--- src/rtl/mem_access_ctrl.sv ---
// RV32I load/store sequencer between execute and a handshaked data memory.
// Optional misaligned-access trap: define MISALIGN_TRAP_EN.
module mem_access_ctrl #(
   parameter int unsigned TIMEOUT_CYCLES = 16,
   parameter int unsigned CNT_W          = 16
) (
   input  logic        clk_in,
   input  logic        rst_n_in,
   input  logic        lsu_req_in,
   input  logic        lsu_we_in,
   input  logic [2:0]  lsu_funct3_in,
   input  logic [31:0] lsu_addr_in,
   input  logic [31:0] lsu_wdata_in,
   output logic        lsu_busy_out,
   output logic        lsu_done_out,
   output logic [31:0] lsu_rdata_out,
   output logic        lsu_err_out,
   output logic        dmem_req_out,
   output logic        dmem_we_out,
   output logic [31:0] dmem_addr_out,
   output logic [3:0]  dmem_wstrb_out,
   output logic [31:0] dmem_wdata_out,
   input  logic        dmem_ack_in,
   input  logic [31:0] dmem_rdata_in
);

   typedef enum logic [1:0] {
      S_IDLE,
      S_REQ,
      S_RESP
   } state_t;

   state_t state_q, state_d;

   logic             we_q;
   logic [2:0]       f3_q;
   logic [1:0]       off_q;
   logic [29:0]      word_q;
   logic [3:0]       wstrb_q;
   logic [31:0]      wdata_q;
   logic [31:0]      rdata_q;
   logic             err_q;
   logic [CNT_W-1:0] cnt_q;

   logic [1:0]  off_in;
   logic [3:0]  st_strb;
   logic [31:0] st_data;
   logic        mis;
   logic        to_hit;
   logic [7:0]  ld_byte;
   logic [15:0] ld_half;
   logic [31:0] ld_ext;

   assign off_in = lsu_addr_in[1:0];

   always_comb begin
      st_strb = 4'b1111;
      st_data = lsu_wdata_in;
      case (lsu_funct3_in)
         3'b000: begin
            st_strb = 4'b0001 << off_in;
            st_data = {4{lsu_wdata_in[7:0]}};
         end
         3'b001: begin
            st_strb = 4'b0011 << {off_in[1], 1'b0};
            st_data = {2{lsu_wdata_in[15:0]}};
         end
         default: ;
      endcase
   end

`ifdef MISALIGN_TRAP_EN
   logic is_half;
   logic is_word;

   // Stores only know SB/SH; everything else is sized as a word.
   assign is_half = lsu_we_in ? (lsu_funct3_in == 3'b001)
                              : (lsu_funct3_in[1:0] == 2'b01);
   assign is_word = lsu_we_in ? (lsu_funct3_in[2:1] != 2'b00)
                              : lsu_funct3_in[1];
   assign mis = (is_half & off_in[0]) | (is_word & (|off_in));
`else
   assign mis = 1'b0;
`endif

   assign to_hit = (TIMEOUT_CYCLES != 0) &&
                   (cnt_q == CNT_W'(TIMEOUT_CYCLES - 1));

   assign ld_byte = dmem_rdata_in[{off_q, 3'b000} +: 8];
   assign ld_half = dmem_rdata_in[{off_q[1], 4'b0000} +: 16];

   always_comb begin
      ld_ext = dmem_rdata_in;
      case (f3_q[1:0])
         2'b00:   ld_ext = {{24{~f3_q[2] & ld_byte[7]}}, ld_byte};
         2'b01:   ld_ext = {{16{~f3_q[2] & ld_half[15]}}, ld_half};
         default: ld_ext = dmem_rdata_in;
      endcase
   end

   always_comb begin
      state_d = state_q;
      unique case (state_q)
         S_IDLE: begin
            if (lsu_req_in) state_d = mis ? S_RESP : S_REQ;
         end
         S_REQ: begin
            if (dmem_ack_in || to_hit) state_d = S_RESP;
         end
         S_RESP:  state_d = S_IDLE;
         default: state_d = S_IDLE;
      endcase
   end

   always_ff @(posedge clk_in or negedge rst_n_in) begin
      if (!rst_n_in) begin
         state_q <= S_IDLE;
      end else begin
         state_q <= state_d;
      end
   end

   always_ff @(posedge clk_in or negedge rst_n_in) begin
      if (!rst_n_in) begin
         we_q    <= 1'b0;
         f3_q    <= 3'b000;
         off_q   <= 2'b00;
         word_q  <= '0;
         wstrb_q <= 4'b0000;
         wdata_q <= '0;
         rdata_q <= '0;
         err_q   <= 1'b0;
         cnt_q   <= '0;
      end else begin
         case (state_q)
            S_IDLE: begin
               cnt_q <= '0;
               if (lsu_req_in) begin
                  we_q    <= lsu_we_in;
                  f3_q    <= lsu_funct3_in;
                  off_q   <= off_in;
                  word_q  <= lsu_addr_in[31:2];
                  wstrb_q <= lsu_we_in ? st_strb : 4'b0000;
                  wdata_q <= st_data;
                  err_q   <= mis;
                  if (mis) rdata_q <= '0;
               end
            end
            S_REQ: begin
               // Ack beats a coincident timeout.
               if (dmem_ack_in) begin
                  err_q   <= 1'b0;
                  rdata_q <= we_q ? 32'd0 : ld_ext;
                  cnt_q   <= '0;
               end else if (to_hit) begin
                  err_q   <= 1'b1;
                  rdata_q <= '0;
                  cnt_q   <= '0;
               end else begin
                  cnt_q <= cnt_q + CNT_W'(1);
               end
            end
            default: ;
         endcase
      end
   end

   assign lsu_busy_out   = (state_q != S_IDLE);
   assign lsu_done_out   = (state_q == S_RESP);
   assign lsu_err_out    = lsu_done_out & err_q;
   assign lsu_rdata_out  = rdata_q;
   assign dmem_req_out   = (state_q == S_REQ);
   assign dmem_we_out    = dmem_req_out & we_q;
   assign dmem_addr_out  = {word_q, 2'b00};
   assign dmem_wstrb_out = wstrb_q;
   assign dmem_wdata_out = wdata_q;

endmodule
--- config.mk ---
export PLATFORM = sky130hd
export DESIGN_NAME = mem_access_ctrl
export DESIGN_NICKNAME = d
export VERILOG_FILES = /design/src/rtl/mem_access_ctrl.sv
export SDC_FILE = /design/constraint.sdc
export NUM_CORES = 1
export LEC_CHECK = 0
export CORE_MARGIN = 2
export CORE_UTILIZATION = 45
export DETAILED_ROUTE_END_ITERATION = 16
export PLACE_DENSITY_LB_ADDON = 0.1
export SYNTH_ARGS = -nofsm -noshare
export SYNTH_HDL_FRONTEND = slang
export SYNTH_SLANG_ARGS = --single-unit
--- constraint.sdc ---
create_clock -name clk_in -period 2.35 [get_ports clk_in]
set_input_delay 0.3525 -clock clk_in [delete_from_list [all_inputs] [get_ports clk_in]]
set_output_delay 0.3525 -clock clk_in [all_outputs]
set_load 0.05 [all_outputs]
Word-level counts from Yosys, hierarchy flattened
Cells that the tools add are included.

word-level totals
  flip-flop bits (word level) = 123
  input port bits = 104
  output and inout port bits = 105
  word-level logic and storage cells = 56

operators by class
  $add $sub $neg = 1
  eq/ne operators = 8
  shifts and indexed selects = 4
  mux-type cells = 17
  bitwise logic cells = 5
  reductions and logical operators = 11

operator list
  kind                                                   count
  case mux 32 bit (2 select lines)                       2
  2-to-1 mux 32 bit                                      3
  2-to-1 mux 16 bit                                      2
  case mux 16 bit (2 select lines)                       1
  variable part select 32 x 6 -> 16 bit                  1
  variable part select 32 x 6 -> 8 bit                   1
  adder 16 x 1 -> 16 bit, second input constant          1
  == test 16 x 4 -> 1 bit, second input constant         1
  case mux 4 bit (2 select lines)                        1
  AND reduction 2 bit                                    3
  nonzero test 2 bit                                     3
  AND 1 bit                                              4
  == test 2 x 1 -> 1 bit, second input constant          2
  logical NOT 2 bit                                      2
  2-to-1 mux 2 bit                                       2
  2-to-1 mux 4 bit                                       1
  case mux 2 bit (2 select lines)                        1
  << shifter 1 x 2 -> 4 bit, first input constant        1
  << shifter 2 x 2 -> 4 bit, first input constant        1
  == test 3 x 1 -> 1 bit, second input constant          1
  logical NOT 3 bit                                      1
  2-to-1 mux 1 bit                                       3
  inequality test 3 x 1 -> 1 bit, second input constant  1
  AND reduction 3 bit                                    1
  other kinds (6)                                        6

Logic depth before layout (Yosys ltp)
  word-level depth = 5
  gate-level depth with buffers = 9
  gate-level depth less buffers = 6

Worst setup path after synthesis
OpenSTA, ideal clock, no wires.

  kind = flip-flop to output port
  start = register state_q[1]
  end = output port lsu_err_out
  arrival time = 1.710 ns
  required time = 1.997 ns
  slack = 0.287 ns
  stages on the path, launching flop included = 5
  path buffers = 1
  path through = dfrtp_1 buf_6 inv_4 nor2_1 and2_1

on the way
  longest elaborated chain between the ends = 2

RTL lines
  what                    RTL line  source
  from (decl)             33        state_t state_q, state_d;
  from (signal assigned)  119       state_q <= state_d;
  == test 2 bit           169       assign lsu_done_out = (state_q == S_RESP);
  net lsu_done_out        15        output logic lsu_done_out,
  AND 1 bit               170       assign lsu_err_out = lsu_done_out & err_q;
  to (decl)               17        output logic lsu_err_out,

The timed path passes the listed nets, and every way through them passes these cells.

Worst setup path after layout
  start = register state_q[1]
  end = output port dmem_we_out

on the way
  longest elaborated chain between the ends = 2

RTL lines
  what                    RTL line  source
  == test 2 x 1 -> 1 bit  172       assign dmem_req_out = (state_q == S_REQ);
  AND 1 bit               173       assign dmem_we_out = dmem_req_out & we_q;
  to (decl)               19        output logic dmem_we_out,

No other way between the ends.

==> reports/qor.yml <==
run_status:
  outcome: "finished, final reports clean"
yosys:
  yosys.area_share.adder: 0.00219
  yosysUniqueCellTypes: 55
  async_flop_share: 1.00
  ys.flop_type: "dfrtp_1"
  synth_seq_cells: 123
  synthXorXnorAreaFrac: 0.0169
  synth_top_family_by_area: "simple AND/OR/NAND/NOR gates"
  synth_edf_count: 0
  netlist_area_mm2: 0.00572
  synth_compound_area_frac: 0.148
  ys_seq_area_frac: 0.539
  avgSynthCellArea_um2: 9.75
  synth_simple_gate_area_share: 0.188
  yosys_warnings: 0
  synthMuxAreaShare: 0.0615
  postSynthCellCount: 586
placement:
  io_buffer_count: 206
  post-place-ws_ns: 0.0669
  placed_area_mm2: 0.00795
  hpwlAfterDp_mm: 11.8
  place_congestion: 0.870
final_layout:
  antennaDiodeCount: 0
  fillerInstances: 1004
  multi_input_area_mm2: 0.00239
  syn_to_final_growth_pct: 50.4
  nNetsFinal: 897
  ff_latch_area_mm2: 0.00308
  final_util: 0.687
  drive_gt1_frac: 0.0857
  final_cell_area_mm2: 0.00860
run:
  cap_violations: 0
die:
  core.rowCount: 41
  dieArea_mm2: 0.0136
  dieWidth_um: 117
  die-height_um: 117
  ios: 209
  start_util: 0.457
  core_area_mm2: 0.0125
clock_network:
  insertion_delay_ns: 0.41
  postCtsSetupBuffers: 0
  clockBufferDepth: 2
  clock_sinks: 123
  htree_levels: 4
  clock-root-buffer: "clkbuf_16"
  path_clk_slew_ns: 0.05
  tritoncts: "done"
  cts_made_buffers: 17
timing:
  fmax_mhz: 462
  slew_headroom: 0.406
  worst_pin_slew_ns: 0.884
  finalCritPeriodShare: 0.921
  layout_setup_ws_ns: 0.186
  slew_viol_final: 0
  setup-tns-final_ns: 0
  rsz0062_at_grt: "false"
  min_period_ns: 2.16
  finalSetupViolCount: 0
  finClkSkew_ns: 0.00343
  hold_viol_final: 0
hold_path:
  hold_path.startpoint: "lsu_addr_in[9]"
  hold_depth: 3
  hold_path.class: "input port to flip-flop"
  min_to: "word_q[7]"
global_route:
  antenna_found_initial: 0
  use_met1: 0.311
  grt_first_pass_wirelength_mm: 25.5
  busiest_layer: "met2"
  grtUsageMet3: 0.104
  met2_usage: 0.373
  overflow: 0
  grt_max_degree: 72
  track_usage: 0.246
  grt_pass1_vias: 5064
critical_path:
  cpLargestDelayFamily: "buffers and inverters"
  crit_chain: "inv_4 -> nand2_4 -> inv_4 -> and2_1 -> dlygate4sd2_1"
  cp.arrival_ns: 1.81
  startpoint_type: "flip-flop"
  cp-end-kind: "output port"
  worstReg2RegEnd: "lsu_rdata_out[30]"
  critical_path_peak_fanout: 9
  max_stage_delay_ns: 0.52
  regToRegSetupSlack_ns: 0.25
  required_ns: 2.00
  path_class: "flip-flop to output port"
  r2r_start: "f3_q[0]"
  cp_num_buf_inv: 3
  slowest_stage: "dlygate4sd2_1"
  crit_top_cell: "inv_4"
  rr_worst_depth: 5
drt:
  ant_nets: 0
  routed_via_density: 5.34
  drtIter0Drc: 406
  drt-total-wl_mm: 16.3
  drt_pass1_iterations: 5
  drt-wirelength-per-cell_um: 16.7
  vias: 5218
  drcViolationCount: 0
power:
  powerDensity_mw_per_mm2: 1400
  peakVddDrop_mv: 0.821
  p_leak_nw: 3.89
==> cell usage after synthesis, types with 2 or more instances <==
cell / count / area, um^2
buf_6: 3 / 33.8
dfrtp_1: 123 / 3080
nor3b_1: 2 / 15.0
a21o_1: 2 / 15.0
nand3b_1: 2 / 15.0
a222oi_1: 6 / 60.1
buf_2: 13 / 65.1
nand2b_1: 2 / 12.5
a21oi_1: 2 / 10.0
xor2_1: 7 / 61.3
a2bb2oi_1: 7 / 61.3
inv_1: 13 / 48.8
nand4_1: 4 / 25.0
nor3_1: 3 / 15.0
nand2_1: 186 / 698
o22ai_1: 9 / 56.3
clkbuf_1: 14 / 52.6
nor4_1: 2 / 12.5
buf_4: 5 / 37.5
mux2i_1: 25 / 250
and3_1: 2 / 12.5
xnor2_1: 4 / 35.0
o21ai_0: 53 / 265
nand3_1: 5 / 25.0
nor3_2: 2 / 20.0
inv_4: 2 / 12.5
a221o_1: 16 / 160
a22o_1: 13 / 114
nor2_1: 20 / 75.1
a221oi_1: 2 / 17.5
mux2_2: 9 / 101
nor2_2: 2 / 12.5
and2_1: 4 / 25.0
==> repair_timing <==
item	in CTS	in global routing
setup endpoints to repair	4	1
hold buffers	1	0
pin swaps	0	0
resized for setup	4	1
hold endpoints to repair	42	0
==> routing by layer <==
layer | vias up | routed length [um] | part of all wire
met1 | 2531 | 6810 | 0.42
met5 | - | 0 | 0
met3 | 25 | 1540 | 0.095
met2 | 224 | 7580 | 0.46
met4 | 0 | 380 | 0.023
li1 | 2438 | - | -
==> power breakdown <==
group | leakage (nW) | internal, mW | switching (mW) | total [mW]
combinational | 2.00 | 2.02 | 3.87 | 5.89
sequential | 1.57 | 2.86 | 0.532 | 3.39
clock | 0.316 | 1.86 | 0.883 | 2.74
total | 3.89 | 6.75 | 5.28 | 12.0
==> logic make-up after synthesis <==
group,Yosys count
XOR/XNOR,11
other,1
multiplexers,34
flip-flops,123
AO/OA/AOI/OAI,119
buffers and inverters,51
adder cells (fa/ha/maj),1
AND/OR/NAND/NOR,246
==> tightest hold or removal path, stage by stage <==
cell,delay (ns)
clkdlybuf4s50_1,0.40
nand2_1,0.05
nand2_1,0.04
==> area by class of cell <==
| type | instances | area share |
|---|---|---|
| clock buffer | 26 | 0.0616 |
| multi-input combinational | 413 | 0.278 |
| tap | 172 | 0.0250 |
| clock inverter | 6 | 0.0122 |
| inverter | 15 | 0.00713 |
| timing repair buffer | 222 | 0.258 |
| sequential | 123 | 0.358 |
==> through the flow <==
step / hold WS (ns) / total power [mW] / instances
2_1_floorplan: 0.0569 / 7.19 / 587
3_3_place_gp: 0.388 / 9.22 / 944
3_5_place_dp: 0.394 / 9.32 / 944
4_1_cts: 0.453 / 12.1 / 977
5_1_grt: 0.472 / 12.6 / 977
6_report: 0.466 / 12.0 / 977
==> state kept, by name, indices dropped and copies added, names as in the netlist <==
name	cells
we_q	1
cnt_q	16
lsu_rdata_out	32
off_q	2
dmem_wstrb_out	4
err_q	1
f3_q	3
dmem_wdata_out	32
word_q	30
state_q	2
==> placed cells by master (no fill, tap or decap), drive strengths merged, types with 2 or more instances in the layout <==
master	netlist	layout
clkdlybuf4s50	0	200
nand2	187	187
dfrtp	123	123
o21ai	54	54
clkbuf	14	26
mux2i	25	25
nor2	23	23
a221o	16	16
buf	22	16
inv	15	15
a22o	13	13
mux2	9	9
o22ai	9	9
a2bb2oi	7	7
xor2	7	7
a222oi	6	6
nand3	5	5
nor3	5	5
and2	4	4
nand4	4	4
xnor2	4	4
dlygate4sd2	0	4
nor4	4	4
clkinv	0	3
bufinv	0	3
nor3b	2	2
nand3b	2	2
a21oi	2	2
nand2b	2	2
a221oi	2	2
and3	2	2
a21o	2	2
conb	1	2
==> worst max-delay path by stage <==
stage / depth (start not counted) / slack, ns / from / end
2_1_floorplan: 4 / 0.29 / state_q[1] / lsu_err_out
3_3_place_gp: 6 / 0.15 / dmem_rdata_in[15] / lsu_rdata_out[24]
3_5_place_dp: 6 / 0.07 / dmem_rdata_in[15] / lsu_rdata_out[27]
4_1_cts: 3 / 0.01 / state_q[1] / lsu_done_out
5_1_grt: 4 / 0.06 / state_q[1] / lsu_err_out
6_report: 5 / 0.19 / state_q[1] / dmem_we_out
Note: power is estimated with default switching activity, not from simulation.
